### src/rtl/seq_divider_3x3.sv
// seq_divider_3x3: iterative restoring divider, one quotient bit per clock.
// Divides a 2*WIDTH-bit unsigned dividend by a WIDTH-bit unsigned divisor,
// with valid/ready handshakes on both the operand and the result side.
// A zero divisor skips the iteration and returns all-ones with div_by_zero set.
// Optional build macro MULT_CHECK_EN adds a multiply-back self check on chk_err.
module seq_divider_3x3 #(
  parameter int WIDTH = 3
) (
  input  logic                 clk,
  input  logic                 rst_n,
  input  logic                 in_valid,
  output logic                 in_ready,
  input  logic [2*WIDTH-1:0]   dividend,
  input  logic [WIDTH-1:0]     divisor,
  output logic                 out_valid,
  input  logic                 out_ready,
  output logic [2*WIDTH-1:0]   quotient,
  output logic [WIDTH-1:0]     remainder,
  output logic                 div_by_zero,
  output logic                 chk_err
);

  localparam int CW = $clog2(2*WIDTH + 1);
  localparam logic [CW-1:0] CNT_INIT = CW'(2*WIDTH);
  localparam logic [CW-1:0] CNT_LAST = CW'(1);

  typedef enum logic [1:0] {
    IDLE = 2'd0,
    CALC = 2'd1,
    DONE = 2'd2
  } state_t;

  state_t state, next_state;

  // quo_q starts out holding the dividend; its MSB feeds the partial
  // remainder each step while the new quotient bit enters at the LSB.
  logic [2*WIDTH-1:0] quo_q;
  logic [WIDTH-1:0]   rem_q;
  logic [WIDTH-1:0]   dvs_q;
  logic [CW-1:0]      count;
  logic               dbz_q;

  logic               accept;
  logic [WIDTH:0]     trial;
  logic               fits;
  logic [WIDTH-1:0]   diff;

  assign accept = in_valid && in_ready;

  // Partial remainder is WIDTH+1 bits wide only during the trial; when the
  // divisor fits, the difference is below the divisor and fits WIDTH bits.
  assign trial = {rem_q, quo_q[2*WIDTH-1]};
  assign fits  = (trial >= {1'b0, dvs_q});
  assign diff  = trial[WIDTH-1:0] - dvs_q;

  // State register with asynchronous active-low reset
  always_ff @(posedge clk or negedge rst_n) begin
    if (!rst_n) begin
      state <= IDLE;
    end else begin
      state <= next_state;
    end
  end

  // Next-state decode and handshake outputs
  always_comb begin
    next_state = state;
    in_ready   = 1'b0;
    out_valid  = 1'b0;
    case (state)
      IDLE: begin
        in_ready = 1'b1;
        if (accept) begin
          next_state = (divisor == '0) ? DONE : CALC;
        end
      end
      CALC: begin
        if (count == CNT_LAST) begin
          next_state = DONE;
        end
      end
      DONE: begin
        out_valid = 1'b1;
        if (out_ready) begin
          next_state = IDLE;
        end
      end
      default: next_state = IDLE;
    endcase
  end

  // Operand capture and one restoring-division step per CALC cycle
  always_ff @(posedge clk or negedge rst_n) begin
    if (!rst_n) begin
      quo_q <= '0;
      rem_q <= '0;
      dvs_q <= '0;
      count <= '0;
      dbz_q <= 1'b0;
    end else begin
      case (state)
        IDLE: begin
          if (accept) begin
            dvs_q <= divisor;
            if (divisor != '0) begin
              quo_q <= dividend;
              rem_q <= '0;
              count <= CNT_INIT;
              dbz_q <= 1'b0;
            end else begin
              quo_q <= '1;
              rem_q <= dividend[WIDTH-1:0];
              count <= '0;
              dbz_q <= 1'b1;
            end
          end
        end
        CALC: begin
          rem_q <= fits ? diff : trial[WIDTH-1:0];
          quo_q <= {quo_q[2*WIDTH-2:0], fits};
          count <= count - CNT_LAST;
        end
        default: begin
        end
      endcase
    end
  end

  assign quotient    = quo_q;
  assign remainder   = rem_q;
  assign div_by_zero = dbz_q;

`ifdef MULT_CHECK_EN
  logic [2*WIDTH-1:0] dvd_q;
  logic [3*WIDTH-1:0] prod;
  logic [2*WIDTH-1:0] recon;

  // Keep the original dividend, since quo_q is consumed by the iteration
  always_ff @(posedge clk or negedge rst_n) begin
    if (!rst_n) begin
      dvd_q <= '0;
    end else if (accept) begin
      dvd_q <= dividend;
    end
  end

  // Multiply the result back and compare against the captured dividend
  always_comb begin
    prod    = {{WIDTH{1'b0}}, quo_q} * {{(2*WIDTH){1'b0}}, dvs_q};
    recon   = prod[2*WIDTH-1:0] + {{WIDTH{1'b0}}, rem_q};
    chk_err = (state == DONE) && !dbz_q && (recon != dvd_q);
  end
`else
  assign chk_err = 1'b0;
`endif

endmodule

### config.mk
export PLATFORM = sky130hd
export DESIGN_NAME = seq_divider_3x3
export DESIGN_NICKNAME = d
export VERILOG_FILES = /design/src/rtl/seq_divider_3x3.sv
export SDC_FILE = /design/constraint.sdc
export NUM_CORES = 1
export LEC_CHECK = 0
export CORE_MARGIN = 3
export CORE_UTILIZATION = 43
export DETAILED_ROUTE_END_ITERATION = 6
export PLACE_DENSITY = 0.77
export SLEW_MARGIN = 40
export SYNTH_ARGS = -nofsm -noshare
export SYNTH_HDL_FRONTEND = slang
export SYNTH_SLANG_ARGS = --single-unit
### constraint.sdc
create_clock -name clk -period 1.65 [get_ports clk]
set_input_delay 0.495 -clock clk [delete_from_list [all_inputs] [get_ports clk]]
set_output_delay 0.495 -clock clk [all_outputs]
set_load 0.005 [all_outputs]
## Yosys cells after proc, flatten, opt, wreduce, memory -nomap -nowiden

Index checks and enable logic that the tools add are counted.

- Add/subtract/negate cells: 2
- Order comparisons: 1
- Equal/unequal tests: 6
- Mux-type cells: 18
- Reduce and logical (&&, ||, !) cells: 8

Operators by type and width:

| cell | number |
|---|---|
| 2-to-1 mux 3 bit | 5 |
| 2-to-1 mux 6 bit | 2 |
| case mux 3 bit (2 select lines) | 2 |
| case mux 6 bit (2 select lines) | 1 |
| 2-to-1 mux 2 bit | 4 |
| inequality test 2 bit, second input constant | 3 |
| case mux 2 bit (3 select lines) | 1 |
| >= comparator 4 x 3 -> 1 bit | 1 |
| AND reduction 2 bit | 2 |
| equality test 3 x 1 -> 1 bit, second input constant | 1 |
| logical NOT 3 bit | 1 |
| 2-to-1 mux 1 bit | 3 |
| AND reduction 3 bit | 1 |
| nonzero test 3 bit | 1 |
| subtractor 3 x 1 -> 3 bit, second input constant | 1 |
| subtractor 3 bit | 1 |
| equality test 2 x 1 -> 1 bit, second input constant | 1 |
| equality test 2 bit, second input constant | 1 |
| logical NOT 2 bit | 1 |
| nonzero test 2 bit | 1 |
| logical AND 1 bit | 1 |

- Bits in registers: 18
- Bits of input ports: 13

## Longest topological paths before layout

Gate-level depths: netlist of run 1.

- Depth after elaboration: 5
- Gate-level depth with buffers: 7

## Least setup slack after synthesis of run 1

OpenSTA, ideal clock, no wires.

- Kind: reg-to-reg
- From: register quo_q[5], in the netlist quotient[5]
- To: register rem_q[1], in the netlist remainder[1]
- Library setup time: 0.076 ns
- Arrival time: 1.706 ns
- Data required time: 1.574 ns
- Path slack: -0.132 ns
- Cell stages (with the launch flop): 8
- Buffers on the path: 0
- Period minus slack after synthesis: 1.782 ns
- Cells stage by stage: dfrtp_1 -> inv_1 -> ha_1 -> fa_1 -> nand2b_1 -> and3_4 -> mux2_2 -> o21ai_1

- Longest elaborated chain between the ends: 3
- Elaborated cells between the ends (all ways): 4

Ends and longest elaborated chain:

| item | RTL line | text |
|---|---|---|
| from (decl) | 37 | `logic [2*WIDTH-1:0] quo_q;` |
| from (signal assigned) | 106 | `quo_q <= dividend;` |
| from (signal assigned) | 120 | `quo_q <= {quo_q[2*WIDTH-2:0], fits};` |
| >= comparator 4 x 3 -> 1 bit or subtractor 3 bit (tied branches) | 53, 54 |  |
| 2-to-1 mux 3 bit * | 119 | `rem_q <= fits ? diff : trial[WIDTH-1:0];` |
| case mux 3 bit (2 select lines) * | 101 | `case (state)` |
| to (signal assigned) | 112 | `rem_q <= dividend[WIDTH-1:0];` |
| to (signal assigned) | 119 |  |
| to (decl) | 38 | `logic [WIDTH-1:0] rem_q;` |

Mark *: on every way between the ends. The rest lies on a longest branch, timed or not.
A chain may end at the register's enable or synchronous reset.

## Final worst setup path of run 1

Ends and elaborated chain as after synthesis.

==> impl_metrics.ini, run 1 <==
[place]
place_inst = 163
hpwl_um = 1950
placement.io_buffers = 24
placed_area_um2 = 1400
gp_congestion = 0.809
dp_slack_ns = -0.172

[route]
remaining_drc_errors = 0
wl_um = 2500
vias = 908
dr.pass1.iters = 4
drt-initial-drc-count = 22
ant_nets = 0
wl_per_cell_um = 14.0
viasPerCell = 5.10

[die]
die_y_um = 55.1
die_x_um = 55.1
core_um2 = 2250
io_pins = 26
row_count = 17
dieArea_um2 = 3040
initial_core_util = 0.461

[synth]
ys_async_sr_fraction = 1.00
synth_top_area_frac = 0.434
syn_area_um2 = 1040
synth_area_leaders = dfrtp_1 (43%), ha_1 (6.0%), o21ai_0 (5.3%)
avgSynthCellArea_um2 = 10.3
synth_seq_cells = 18
synth_warnings = 0
ys_types = 34
netlist_instances = 101
synth-edff-count = 0
syn_nets = 120
yosys.area.top_type = dfrtp_1
synth_seq_area_share = 0.434
ys.flop_type = dfrtp_1

[critical_path]
r2r_start = quotient[5]
cp-startpoint = quotient[5]
cp.required_ns = 1.88
crit_arrival_ns = 1.95
crit_path_start_kind = flop
critPathMaxFanout = 4
critPathKind = reg2reg
crit_path_end_kind = flop

[final_layout]
design_area_um2 = 1510
antenna_cells = 0
nets = 171
layout.cells.non_filler = 178
area_growth_pct = 45.5
fillers = 191
drive_gt1_frac = 0.340

[global_routing]
grt_pass1_vias = 868
track_usage = 0.189
antenna_found_initial = 0
grt_max_degree = 19
grt_pass1_wl_um = 3930
overflow = 0

[run_status]
violations = negative setup slack
status = finished with violations

[clock_tree]
clk_pin_slew_ns = 0.10
clk_path_buf_depth = 2
cts_sinks = 18
postCtsHoldBufs = 0
cts-buffers-inserted = 3
clk_latency_ns = 0.29
root_buffer = clkbuf_4
cts_tree = done
htree_levels = 1

[run]
drv_cap = 0

[timing]
fmax_ghz = 0.582
grt_setup_unrepaired = true
fin_crit_sh = 1.04
fin_crit_ns = 1.72
fin_skew_ns = 0.00309
setup_violations = 2
drv_slew = 0
final_critical_path_setup_slack_ns = -0.0683
hold_violations = 0
setup-tns-final_ns = -0.0732

[hold_path]
min_path_type = in2async

[pwr]
p_per_area_nw_per_um2 = 1880
ir_drop_uv = 1280
power_uw = 2840
power_leakage_uw = 0.000740
## routing by layer
layer	global-route usage	up-vias	share of wire
li1	-	455	-
met1	0.242	428	0.42
met2	0.321	21	0.52
met3	0.0268	4	0.045
met4	0.0729	0	0.011
met5	0	-	0
## flip-flops by register name, summed over array words and instances, names as in the netlist
signal	cells
state	2
div_by_zero	1
dvs_q	3
count	3
quotient	6
remainder	3
## worst max-delay path, cell delays in order, from the launching register on
cell and delay [ns]:
dfrtp_1 0.37, inv_1 0.05, ha_2 0.18, fa_2 0.34, nand2b_4 0.15, and3_4 0.18, mux2_2 0.28, o21ai_1 0.11
## area by class of cell
cell class / count / area, µm² / area share
Clock buffer: 3 / 22.5 / 0.0149
Inverter: 7 / 26.3 / 0.0174
Multi-Input combinational cell: 71 / 553 / 0.366
Sequential cell: 18 / 450 / 0.298
Tap cell: 28 / 35.0 / 0.0232
Timing Repair Buffer: 51 / 424 / 0.281
## kinds of logic (layout without fill, tap and decap cells)
family / Yosys count / in the layout / share of synthesized area
AO/OA/AOI/OAI: 31 / 31 / 0.199
AND/OR/NAND/NOR: 28 / 28 / 0.164
flip-flops: 18 / 18 / 0.434
buffers and inverters: 12 / 61 / 0.0663
adder cells (fa/ha/maj): 6 / 6 / 0.0795
multiplexers: 4 / 4 / 0.0458
other: 1 / 1 / 0.00361
XOR/XNOR: 1 / 1 / 0.00844
## power by group
part	internal, µW	switching [µW]	total [µW]
Sequential	656	126	781
Combinational	1030	814	1840
Clock	85.0	138	223
Total	1770	1080	2840
## cell usage after synthesis (all sizes together), types with 2 or more instances
library cell	instances
inv	7
ha	5
nand2	8
nor3	2
and2b	3
o21ai	12
dfrtp	18
nor2	7
a211oi	2
mux2	3
a21o	2
a22oi	6
a21oi	2
nand2b	3
buf	4
a32oi	3
## worst paths after layout
path	end	slack [ns]	cells after the start
max in group asynchronous	quotient[0]	0.94	2
worst max register to register	remainder[1]	-0.07	7
worst min register to register	count[1]	0.52	1
min in group clk	count[1]	0.52	1
worst max-delay path	remainder[1]	-0.07	7
worst min-delay path	dvs_q[0]	0.52	2
## cell usage in the layout, fill, tap and decap left out, types with 3 or more instances in the layout
| cell | n |
|---|---|
| a22oi_1 | 6 |
| a32oi_1 | 3 |
| buf_4 | 26 |
| clkbuf_4 | 3 |
| clkdlybuf4s50_1 | 12 |
| dfrtp_1 | 18 |
| dlygate4sd2_1 | 10 |
| ha_1 | 3 |
| inv_1 | 7 |
| nand2_1 | 8 |
| nor2_1 | 4 |
| nor2_2 | 3 |
| o21ai_0 | 11 |
## repair_timing
item                                    CTS  global route
endpoints found under the setup margin   16             6
resized for setup                        18             4
setup buffers                            10             2
pin swaps                                 3             1
## stage by stage
stage / hold WS, ns / util
after floorplan: 0.199 / -
after global placement: 0.464 / 0.619
final: 0.517 / 0.670
after CTS: 0.517 / 0.663
after detailed placement: 0.507 / 0.619
after global routing: 0.541 / 0.670
No activity file was read; power rests on OpenSTA's default activity.
==> run 2, diff against run 1 <==
Settings changed: HOLD_SLACK_MARGIN set to 0.05.
==> results of run 2 <==
The final DEF is identical to that of run 1; final timing and power are the same.
==> run 3, diff against run 2 <==
Settings changed: CTS_BUF_LIST set to sky130_fd_sc_hd__clkbuf_16.
==> impl_metrics.ini, run 3 (synthesized netlist as in run 1, its figures left out) <==
[run_status]
status = finished with violations
violations = negative setup slack

[final_layout]
seq_area_um2 = 450
fillers = 182
nets = 166
antenna_cells = 0
multi_input_area_um2 = 541
largest_register_ffs = 6
layout.cells.non_filler = 173
drive_gt1_frac = 0.303
area_growth_pct = 47.1
final_common_cell = buf_4
final_cell_mix = buf_4 (22), dfrtp_1 (18), clkdlybuf4s50_1 (17)

[die]
die_y_um = 55.1
row_count = 17
initial_core_util = 0.461
dieArea_um2 = 3040
core_um2 = 2250
io_pins = 26
die_x_um = 55.1

[critical_path]
slowest_delay_ns = 0.35
crit_path_end_kind = flop
crit_path_start_kind = flop
critPathMaxFanout = 4
crit_family = adder cells
critPathKind = reg2reg
crit_chain = inv_1, ha_2, fa_2, nand2b_4, and3_4, mux2_2, o21ai_1
crit_arrival_ns = 1.88
cp.required_ns = 1.82
slowest_stage = dfrtp_1
worst-path-buf-inv = 1

[timing]
setup-tns-final_ns = -0.0645
fin_skew_ns = 0.00359
grt_setup_unrepaired = true
final_critical_path_setup_slack_ns = -0.0645
setup_violations = 1
drv_slew = 0
fin_crit_sh = 1.04
hold_violations = 0
fmax_ghz = 0.583
fin_crit_ns = 1.71

[global_routing]
antenna_found_initial = 0
grt_max_degree = 19
grt_pass1_vias = 885
overflow = 0
grt_pass1_wl_um = 3960
track_usage = 0.189

[place]
placement.io_buffers = 24
hpwl_um = 1950
gp_congestion = 0.809
place_inst = 163

[route]
remaining_drc_errors = 0
ant_nets = 0
wl_um = 2510
vias = 900
dr.pass1.iters = 4
wl_per_cell_um = 14.5
drt-initial-drc-count = 21
viasPerCell = 5.20

[pwr]
power_leakage_uw = 0.000744
power_uw = 3030
p_per_area_nw_per_um2 = 1980
ir_drop_uv = 1420

[clock_tree]
cts_tree = done
clk_latency_ns = 0.24
clk_pin_slew_ns = 0.05
cts_sinks = 18
root_buffer = clkbuf_16
clk_path_buf_depth = 2
htree_levels = 1
cts-buffers-inserted = 3
postCtsHoldBufs = 0

[hold_path]
min_path_type = reg2reg

[run]
drv_cap = 0
## run 3: cell types whose count changed in the layout (fill, tap and decap cells not counted)
cell and change:
dlygate4sd2_1 -6, clkdlybuf4s50_1 +5, buf_4 -4, clkbuf_16 +3
clkbuf_4 -3, dlymetal6s2s_1 +2, buf_6 -1, clkbuf_2 -1
ha_1 +1, ha_4 -1
## run 3: path summary, 6_finish.rpt
| path | from | end | slack (ns) | cells after the start |
|---|---|---|---|---|
| max | quotient[5] | remainder[1] | -0.06 | 7 |
| min | count[1] | count[1] | 0.50 | 1 |
| max reg2reg | quotient[5] | remainder[1] | -0.06 | 7 |
| min reg2reg | count[1] | count[1] | 0.50 | 1 |
| max in group asynchronous | rst_n | quotient[0] | 0.87 | 2 |
| min in group asynchronous | rst_n | dvs_q[1] | 0.58 | 2 |
## run 3: repair_timing
action / in CTS / in global routing
setup buffers: 4 / 3
setup endpoints to repair: 10 / 8
pin swaps: 3 / 0
gates resized for setup: 10 / 3
## run 3: worst reg2reg max path: cells and delay by family (launching register included)
| kind | cells | cell delay [ns] |
|---|---|---|
| fa+ha+maj | 2 | 0.52 |
| mux | 1 | 0.28 |
| flops | 1 | 0.35 |
| compound gates | 1 | 0.11 |
| buf+inv | 1 | 0.05 |
| simple gates | 2 | 0.34 |
## run 3: metrics by stage
| stage | utilization | instance area, µm² | worst slack, ns | hold WS (ns) |
|---|---|---|---|---|
| global route | 0.678 | 1530 | -0.104 | 0.542 |
| CTS | 0.665 | 1500 | -0.0649 | 0.514 |
| detailed placement | 0.619 | 1400 | -0.172 | 0.507 |
| global placement | 0.619 | 1400 | -0.149 | 0.464 |
| finish | 0.678 | 1530 | -0.0645 | 0.499 |
| floorplan | - | 1050 | -0.0502 | 0.199 |
## run 3: cell type report
type | instances | area share
well taps | 28 | 0.0229
multi-input cells | 71 | 0.354
repair buffers | 46 | 0.262
clock buffers | 3 | 0.0491
inverters | 7 | 0.0172
flip-flops and latches | 18 | 0.295
## run 3: routing by layer
metal  up-vias  global-route usage  wire length [µm]  part of all wire
li1        441                   -                 -                 -
met1       431               0.232              1050              0.42
met2        24               0.331              1310              0.52
met3         4              0.0402               127             0.051
met4         0              0.0567                22            0.0088
met5         -                   0                 0                 0
## run 3: power breakdown
group	switching, µW	internal (µW)
Clock	150	318
Combinational	781	985
Sequential	137	659
